--- config.mk ---
export PLATFORM = sky130hd
export DESIGN_NAME = ysyx_23060201_gpr_sb
export DESIGN_NICKNAME = d
export VERILOG_FILES = /design/src/rtl/ysyx_23060201_gpr_sb_pkg.sv /design/src/rtl/ysyx_23060201_gpr_sb_scoreboard.sv /design/src/rtl/ysyx_23060201_gpr_sb.sv
export SDC_FILE = /design/constraint.sdc
export NUM_CORES = 2
export LEC_CHECK = 0
export BUFFER_PORTS_ARGS = -buffer_cell sky130_fd_sc_hd__buf_4
export CAP_MARGIN = 5
export CORE_MARGIN = 5
export CORE_UTILIZATION = 50
export CTS_BUF_LIST = sky130_fd_sc_hd__clkbuf_2
export DETAILED_ROUTE_END_ITERATION = 8
export HOLD_SLACK_MARGIN = 0.08
export PLACE_DENSITY = 0.68
export SETUP_SLACK_MARGIN = 0.1
export SKIP_CTS_REPAIR_TIMING = 1
export SLEW_MARGIN = 20
export SYNTH_ARGS = -nofsm -noshare
export SYNTH_HDL_FRONTEND = slang
export SYNTH_SLANG_ARGS = --single-unit
export TNS_END_PERCENT = 20
--- constraint.sdc ---
create_clock -name clk -period 2.3 [get_ports clk]
set_clock_uncertainty 0.1 [all_clocks]
set_input_delay 0.23 -clock clk [delete_from_list [all_inputs] [get_ports clk]]
set_output_delay 0.23 -clock clk [all_outputs]
set_load 0.005 [all_outputs]
--- src/rtl/ysyx_23060201_gpr_sb_pkg.sv ---
// Shared defaults and types for the GPR file with write scoreboard.
package ysyx_23060201_gpr_sb_pkg;

  localparam int unsigned GPR_ADDR_WIDTH = 5;
  localparam int unsigned GPR_DATA_WIDTH = 32;
  localparam int unsigned GPR_NR_READ    = 2;
  localparam int unsigned GPR_ZERO_IDX   = 0;

  typedef enum logic [1:0] {
    SRC_NONE   = 2'd0,
    SRC_BYPASS = 2'd1,
    SRC_ARRAY  = 2'd2
  } rd_src_e;

endpackage

--- src/rtl/ysyx_23060201_gpr_sb_scoreboard.sv ---
// Per-register pending-writer tracking: allocation from issue, release from writeback.
module ysyx_23060201_scoreboard
  import ysyx_23060201_gpr_sb_pkg::*;
#(
  parameter int unsigned ADDR_WIDTH = GPR_ADDR_WIDTH
) (
  input  logic                         clk,
  input  logic                         rst,
  input  logic                         wr_en,
  input  logic [ADDR_WIDTH-1:0]        wr_addr,
  input  logic                         wr_release,
  input  logic                         alloc_en,
  input  logic [ADDR_WIDTH-1:0]        alloc_addr,
  output logic                         alloc_ok,
  output logic [(1<<ADDR_WIDTH)-1:0]   busy
);

  localparam logic [ADDR_WIDTH-1:0] ZERO = ADDR_WIDTH'(GPR_ZERO_IDX);

  logic [(1<<ADDR_WIDTH)-1:0] busy_q;
  logic                       rel_valid;

  assign rel_valid = wr_en && wr_release && (wr_addr != ZERO);
  assign alloc_ok  = alloc_en && ((alloc_addr == ZERO) || !busy_q[alloc_addr] ||
                                  (rel_valid && (wr_addr == alloc_addr)));
  assign busy      = busy_q;

  // Set is ordered after clear so a same-index alloc keeps the register owned.
  always_ff @(posedge clk) begin
    if (rst) begin
      busy_q <= '0;
    end else begin
      if (rel_valid)
        busy_q[wr_addr] <= 1'b0;
      if (alloc_ok && (alloc_addr != ZERO))
        busy_q[alloc_addr] <= 1'b1;
    end
  end

endmodule

--- src/rtl/ysyx_23060201_gpr_sb.sv ---
// Register file with configurable read ports, optional writeback bypass and RAW scoreboard.
module ysyx_23060201_gpr_sb
  import ysyx_23060201_gpr_sb_pkg::*;
#(
  parameter int unsigned ADDR_WIDTH = GPR_ADDR_WIDTH,
  parameter int unsigned DATA_WIDTH = GPR_DATA_WIDTH,
  parameter int unsigned NR_READ    = GPR_NR_READ,
  parameter int unsigned BYPASS     = 1
) (
  input  logic                          clk,
  input  logic                          rst,
  input  logic [NR_READ-1:0]            rd_en,
  input  logic [NR_READ*ADDR_WIDTH-1:0] rd_addr,
  output logic [NR_READ*DATA_WIDTH-1:0] rd_data,
  output logic [NR_READ-1:0]            rd_busy,
  input  logic                          wr_en,
  input  logic [ADDR_WIDTH-1:0]         wr_addr,
  input  logic [DATA_WIDTH-1:0]         wr_data,
  input  logic                          wr_release,
  input  logic                          alloc_en,
  input  logic [ADDR_WIDTH-1:0]         alloc_addr,
  output logic                          alloc_ok
);

  localparam int unsigned           DEPTH  = 1 << ADDR_WIDTH;
  localparam logic [ADDR_WIDTH-1:0] ZERO   = ADDR_WIDTH'(GPR_ZERO_IDX);
  localparam logic                  BYP_ON = (BYPASS != 0);

  logic [DATA_WIDTH-1:0] regs [DEPTH];
  logic [DEPTH-1:0]      busy;

  ysyx_23060201_scoreboard #(
    .ADDR_WIDTH (ADDR_WIDTH)
  ) u_sb (
    .clk        (clk),
    .rst        (rst),
    .wr_en      (wr_en),
    .wr_addr    (wr_addr),
    .wr_release (wr_release),
    .alloc_en   (alloc_en),
    .alloc_addr (alloc_addr),
    .alloc_ok   (alloc_ok),
    .busy       (busy)
  );

  always_ff @(posedge clk) begin
    if (rst) begin
      for (int unsigned i = 0; i < DEPTH; i++)
        regs[i] <= '0;
    end else if (wr_en && (wr_addr != ZERO)) begin
      regs[wr_addr] <= wr_data;
    end
  end

  for (genvar i = 0; i < NR_READ; i++) begin : g_rd
    logic [ADDR_WIDTH-1:0] addr;
    logic                  wr_hit;
    rd_src_e               src;
    logic [DATA_WIDTH-1:0] data;

    assign addr   = rd_addr[i*ADDR_WIDTH +: ADDR_WIDTH];
    assign wr_hit = BYP_ON && wr_en && (wr_addr == addr);

    // Index 0 never reaches the array path, so it reads 0 and is never busy.
    always_comb begin
      src = SRC_NONE;
      if (rd_en[i] && (addr != ZERO))
        src = wr_hit ? SRC_BYPASS : SRC_ARRAY;
    end

    always_comb begin
      data = '0;
      case (src)
        SRC_BYPASS: data = wr_data;
        SRC_ARRAY:  data = regs[addr];
        default:    data = '0;
      endcase
    end

    assign rd_data[i*DATA_WIDTH +: DATA_WIDTH] = data;
    assign rd_busy[i] = (src != SRC_NONE) && busy[addr] && !(wr_hit && wr_release);
  end

endmodule

; ---- After elaboration in Yosys (flattened, before gate mapping)
; Memories as Yosys holds them, arrays and structs flattened.
; Index checks and enable logic that the tools add are counted.
[op_classes]
order_cmp = 6
eq_ne = 7
n_mux = 27
n_bitwise = 3
n_reduce_logical = 31
[ops]
columns = op, n
row1 = $mux W32, 4
row2 = $pmux W32 S2, 2
row3 = $and A32 B32 Y32, 1
row4 = $not A32 Y32, 1
row5 = $or A32 B32 Y32, 1
row6 = $reduce_or A32 Y1, 1
row7 = $lt A5 B6 Y1 const B, 4
row8 = $reduce_bool A5 Y1, 4
row9 = $logic_and A1 B1 Y1, 18
row10 = $bmux W1 S5, 3
row11 = $eq A5 B5 Y1, 3
row12 = $mux W1, 11
row13 = $demux W1 S5, 2
row14 = $ge A5 B1 Y1 const B, 2
row15 = $mux W2, 4
row16 = $logic_not A5 Y1, 1
row17 = $mux W5, 1
row18 = $eq A2 B1 Y1 const B, 2
row19 = $eq A2 B2 Y1 const B, 2
row20 = $reduce_bool A2 Y1, 2
row21 = $logic_not A1 Y1, 3
row22 = $logic_or A1 B1 Y1, 2
[totals]
reg_bits = 32
mem_bits_rw = 1024
input_bits = 59
out_inout_bits = 67
wordCells = 76
memories = 1
[mem_list]
columns = memory, depth, word_bits, read_ports, rd_ports_with_merged_regs, write_ports, line
row1 = regs, 32, 32, 2, 0, 32, ysyx_23060201_gpr_sb.sv:29  ; logic [DATA_WIDTH-1:0] regs [DEPTH];

; ---- Depth between registers and ports, before layout
[logic_depth]
word_depth = 10
mapped_depth = 9
mapped_depth_nobuf = 5

; ---- By module
; A second synthesis with hierarchy kept.
[hier_totals]
hier_cells = 4033
area_unflattened_um2 = 57621.5
[by_module_without_submodules]
columns = mod, n_inst, cells_per_inst, area_per_inst_um2, seq_area_each_um2
row1 = ysyx_23060201_gpr_sb, 1, 3769, 55548.3, 30749.5
row2 = ysyx_23060201_scoreboard, 1, 264, 2073.2, 640.6

; ---- Worst setup path after synthesis
; Ideal clock, no wire load.
[synth_path]
kind = input -> register
start = input wr_addr[3]
end = memory regs[11][0] (netlist name), enable pin
setup_ns = 0.375
arrival_ns = 1.731
required_time_ns = 1.825
slack_ns = 0.094
stages = 5
path_buffers = 2
cell_sequence = buf_2 > or3b_2 > clkbuf_1 > nor2_1 > or2_2
[synth_lines]
columns = element, line
row1 = start: declaration, ysyx_23060201_gpr_sb.sv:17  ; input logic [ADDR_WIDTH-1:0] wr_addr,
row2 = end: declaration, ysyx_23060201_gpr_sb.sv:29

; ---- Final worst setup path
[layout_path]
start = input wr_addr[4]
end = output alloc_ok
[layout_between]
elab_chain_len = 5
word_cells_on_any_way = 6
classes_between = 1 x eq/ne / 5 x reduce/logical
[layout_lines]
columns = element, line
row1 = $reduce_bool A5 Y1, ysyx_23060201_gpr_sb_scoreboard.sv:23  ; assign rel_valid = wr_en && wr_release && (wr_addr != ZERO);
row2 = $logic_and A1 B1 Y1, ysyx_23060201_gpr_sb_scoreboard.sv:23
row3 = $logic_and A1 B1 Y1 (*), ysyx_23060201_gpr_sb_scoreboard.sv:25  ; (rel_valid && (wr_addr == alloc_addr)));
row4 = $logic_or A1 B1 Y1 (*), ysyx_23060201_gpr_sb_scoreboard.sv:24  ; assign alloc_ok = alloc_en && ((alloc_addr == ZERO) || !busy_q[alloc_addr] ||
row5 = $logic_and A1 B1 Y1 (*), ysyx_23060201_gpr_sb_scoreboard.sv:24
row6 = end: declaration, ysyx_23060201_gpr_sb.sv:22  ; output logic alloc_ok
; Mark *: on every way between the ends. The rest lies on a longest branch, timed or not.

==> out/metrics.cfg <==
[yosys]
syn_inst=3831
syn_avg_cell_area_sq_um=14.89
synth_top_family_by_area=multiplexers
yosysWarnings=0
yosys.area_share.simple=0.1410
ys_ff_latch=1056
ys_seq_area_frac=0.5502
synthesis.area_sq_um=57060
synth_top_area_cell=edfxtp_1
synthAdderAreaFrac=0
ys_top_cells_by_area=edfxtp_1, mux4_2, and2_1
synth_xor_area_frac=0.002303
async_flop_share=0
synth_edf_count=1024
synth_mux_area_frac=0.2301
yosysUniqueCellTypes=55
synth_compound_area_frac=0.04469
yosysTopAreaCellShare=0.5389
ys.flop_type=edfxtp_1

[min_path]
whs_endpoint=u_sb.busy[18]$_SDFF_PP0_
hp-class=in2reg
min-delay-start=alloc_addr[3]
hold_depth=7

[place]
gp_congestion=0.9263
portBuffers=125
placed_cells=5616
placed_area_sq_um=64120
hpwl_um=134200

[route]
drt-total-wl_um=210900
antenna_left=0
first_iter_violations=6178
drtPass1Iterations=6
wl_per_cell_um=33.72
drc=0
vias=41590
via_per_inst=6.649

[setup_path]
crit_buf_inv=6
cp_slowest_cell=dlygate4sd3_1
slowest_delay_ps=690
cpMostUsedCell=buf_4
worstRegToRegCells=6
crit_family=buffers and inverters
crit_arrival_ps=3510
reg2reg_slack_ps=340
worst_ep_required_time_ps=1970
worstSetupPathType=in2out
end_kind=output pin
path_cells=buf_4, buf_4, dlygate4sd3_1, or3_1, buf_4, dlygate4sd3_1, nor3_1, o32ai_4, a31oi_1, nor2b_1, buf_4
worstPathMaxFanout=10
crit_start=wr_addr[4]
startpoint_type=primary input
r2r_start=u_sb.busy[28]$_SDFF_PP0_
r2r_end=u_sb.busy[20]$_SDFF_PP0_

[floorplan]
die_x_um=347.8
start_util=0.5010
die_h_um=347.8
die_area_sq_um=121000
row_count=124
io_pins=126
fp.coreArea_sq_um=113900

[clock_network]
insertion_delay_ps=1580
clockRootBuffer=clkbuf_2
htree_levels=5
cts_buffer_depth=4
cts_made_buffers=293
cts_tree=yes
clk_pin_slew_ps=90
numClockSinks=1056

[sta]
period_share=1.670
grt_setup_unrepaired=true
setup_tns_ps=-228270
hold_violations=0
fmax_mhz=260.3
slew_violations=0
min_period_ps=3842
worstMarginPinSlew_ps=1201
setup_viol=559
slew_headroom=0.1987
finalWorstSetupSlack_ps=-1542
whs_ps=90.69

[final_layout]
final_core_util=0.6069
nets=4604
final_common_cell=edfxtp_1
drive_above_1_share=0.3923
layout_common_cells=edfxtp_1, and2_1, mux4_2, buf_4, clkbuf_2
fin_area_sq_um=69110
area_growth_pct=21.13
fin_cells=6254

[outcome]
violations=negative setup slack
outcome=finished, violations left

[grt]
grtUsageTotal=0.3341
grt_pass1_vias=40760
antenna_found_initial=19
grt_pass1_wl_um=287900
grt-ovfl-total=0
grt_max_degree=44

[flow_run]
maxCapViolations=0

[power_and_ir_drop]
leakage_uw=0.02510
p_per_area_nw_per_um2=619.9
peakVddDrop_uv=484.2

-- Yosys cell counts, drive strengths merged (52+ instances only) --
master,count
mux2i,108
nand2,62
nor2,57
nand3,53
and2,996
o22ai,89
clkbuf,279
buf,132
mux4,535
a22o,52
a22oi,67
nor2b,54
edfxtp,1024
-- state kept, by name (all words and copies together) (netlist names) --
name,count
u_sb.busy,32
regs,1024
-- metrics by stage --
step | setup slack, ps | power [uW]
2_1_floorplan | 94.33 | 26280
3_3_place_gp | -1831 | 29360
3_5_place_dp | -1120 | 29480
4_1_cts | -2472 | 42160
5_1_grt | -1728 | 44250
6_report | -1542 | 42840
-- power by group --
group / internal [uW] / switching, uW / total, uW / leakage (uW)
Sequential: 22100 / 539 / 22600 / 0.0100
Clock: 4840 / 8130 / 13000 / 0.00182
Combinational: 3410 / 3840 / 7260 / 0.0133
Total: 30300 / 12500 / 42800 / 0.0251
-- kinds of logic (layout without fill, tap and decap cells) --
| family | count (synthesis) | after routing |
|---|---|---|
| compound gates | 361 | 361 |
| xor+xnor | 15 | 15 |
| buf+inv | 412 | 1276 |
| flops | 1056 | 1056 |
| mux | 643 | 643 |
| other cells | 1 | 48 |
| simple gates | 1343 | 1343 |
-- per-layer routing --
layer | GRT usage | routed length (um)
met5 | 0 | 40
met4 | 0.1652 | 11740
met3 | 0.1234 | 32230
met2 | 0.4942 | 93320
met1 | 0.4394 | 73550
-- area by class of cell --
class	instances	area (sq um)
inverter	1	3.754
timing repair buffer	799	8224
clock inverter	78	354.1
fill	8733	44770
multi-input combinational	2394	25210
clock buffer	398	1992
sequential	1056	31400
tap	1512	1892
antenna	16	40.04
-- worst reg2reg max path: stages, from the launching register on --
cell,delay [ps]
dfxtp_1,370
mux2i_2,220
o22ai_1,150
nor4_4,460
a21oi_4,100
buf_4,200
o31ai_1,240
-- how the worst max path moves through the flow --
stage                                     end  slack, ps  depth (start not counted)
finish                               alloc_ok      -1540                         11
global route                      rd_data[60]      -1730                          5
CTS                               rd_data[53]      -2470                          7
detailed placement                rd_data[53]      -1120                          9
global placement                  rd_data[62]      -1830                         10
floorplan           regs[17][0]$_SDFFCE_PN0P_         90                          5
Note: power is estimated with default switching activity, not from simulation.
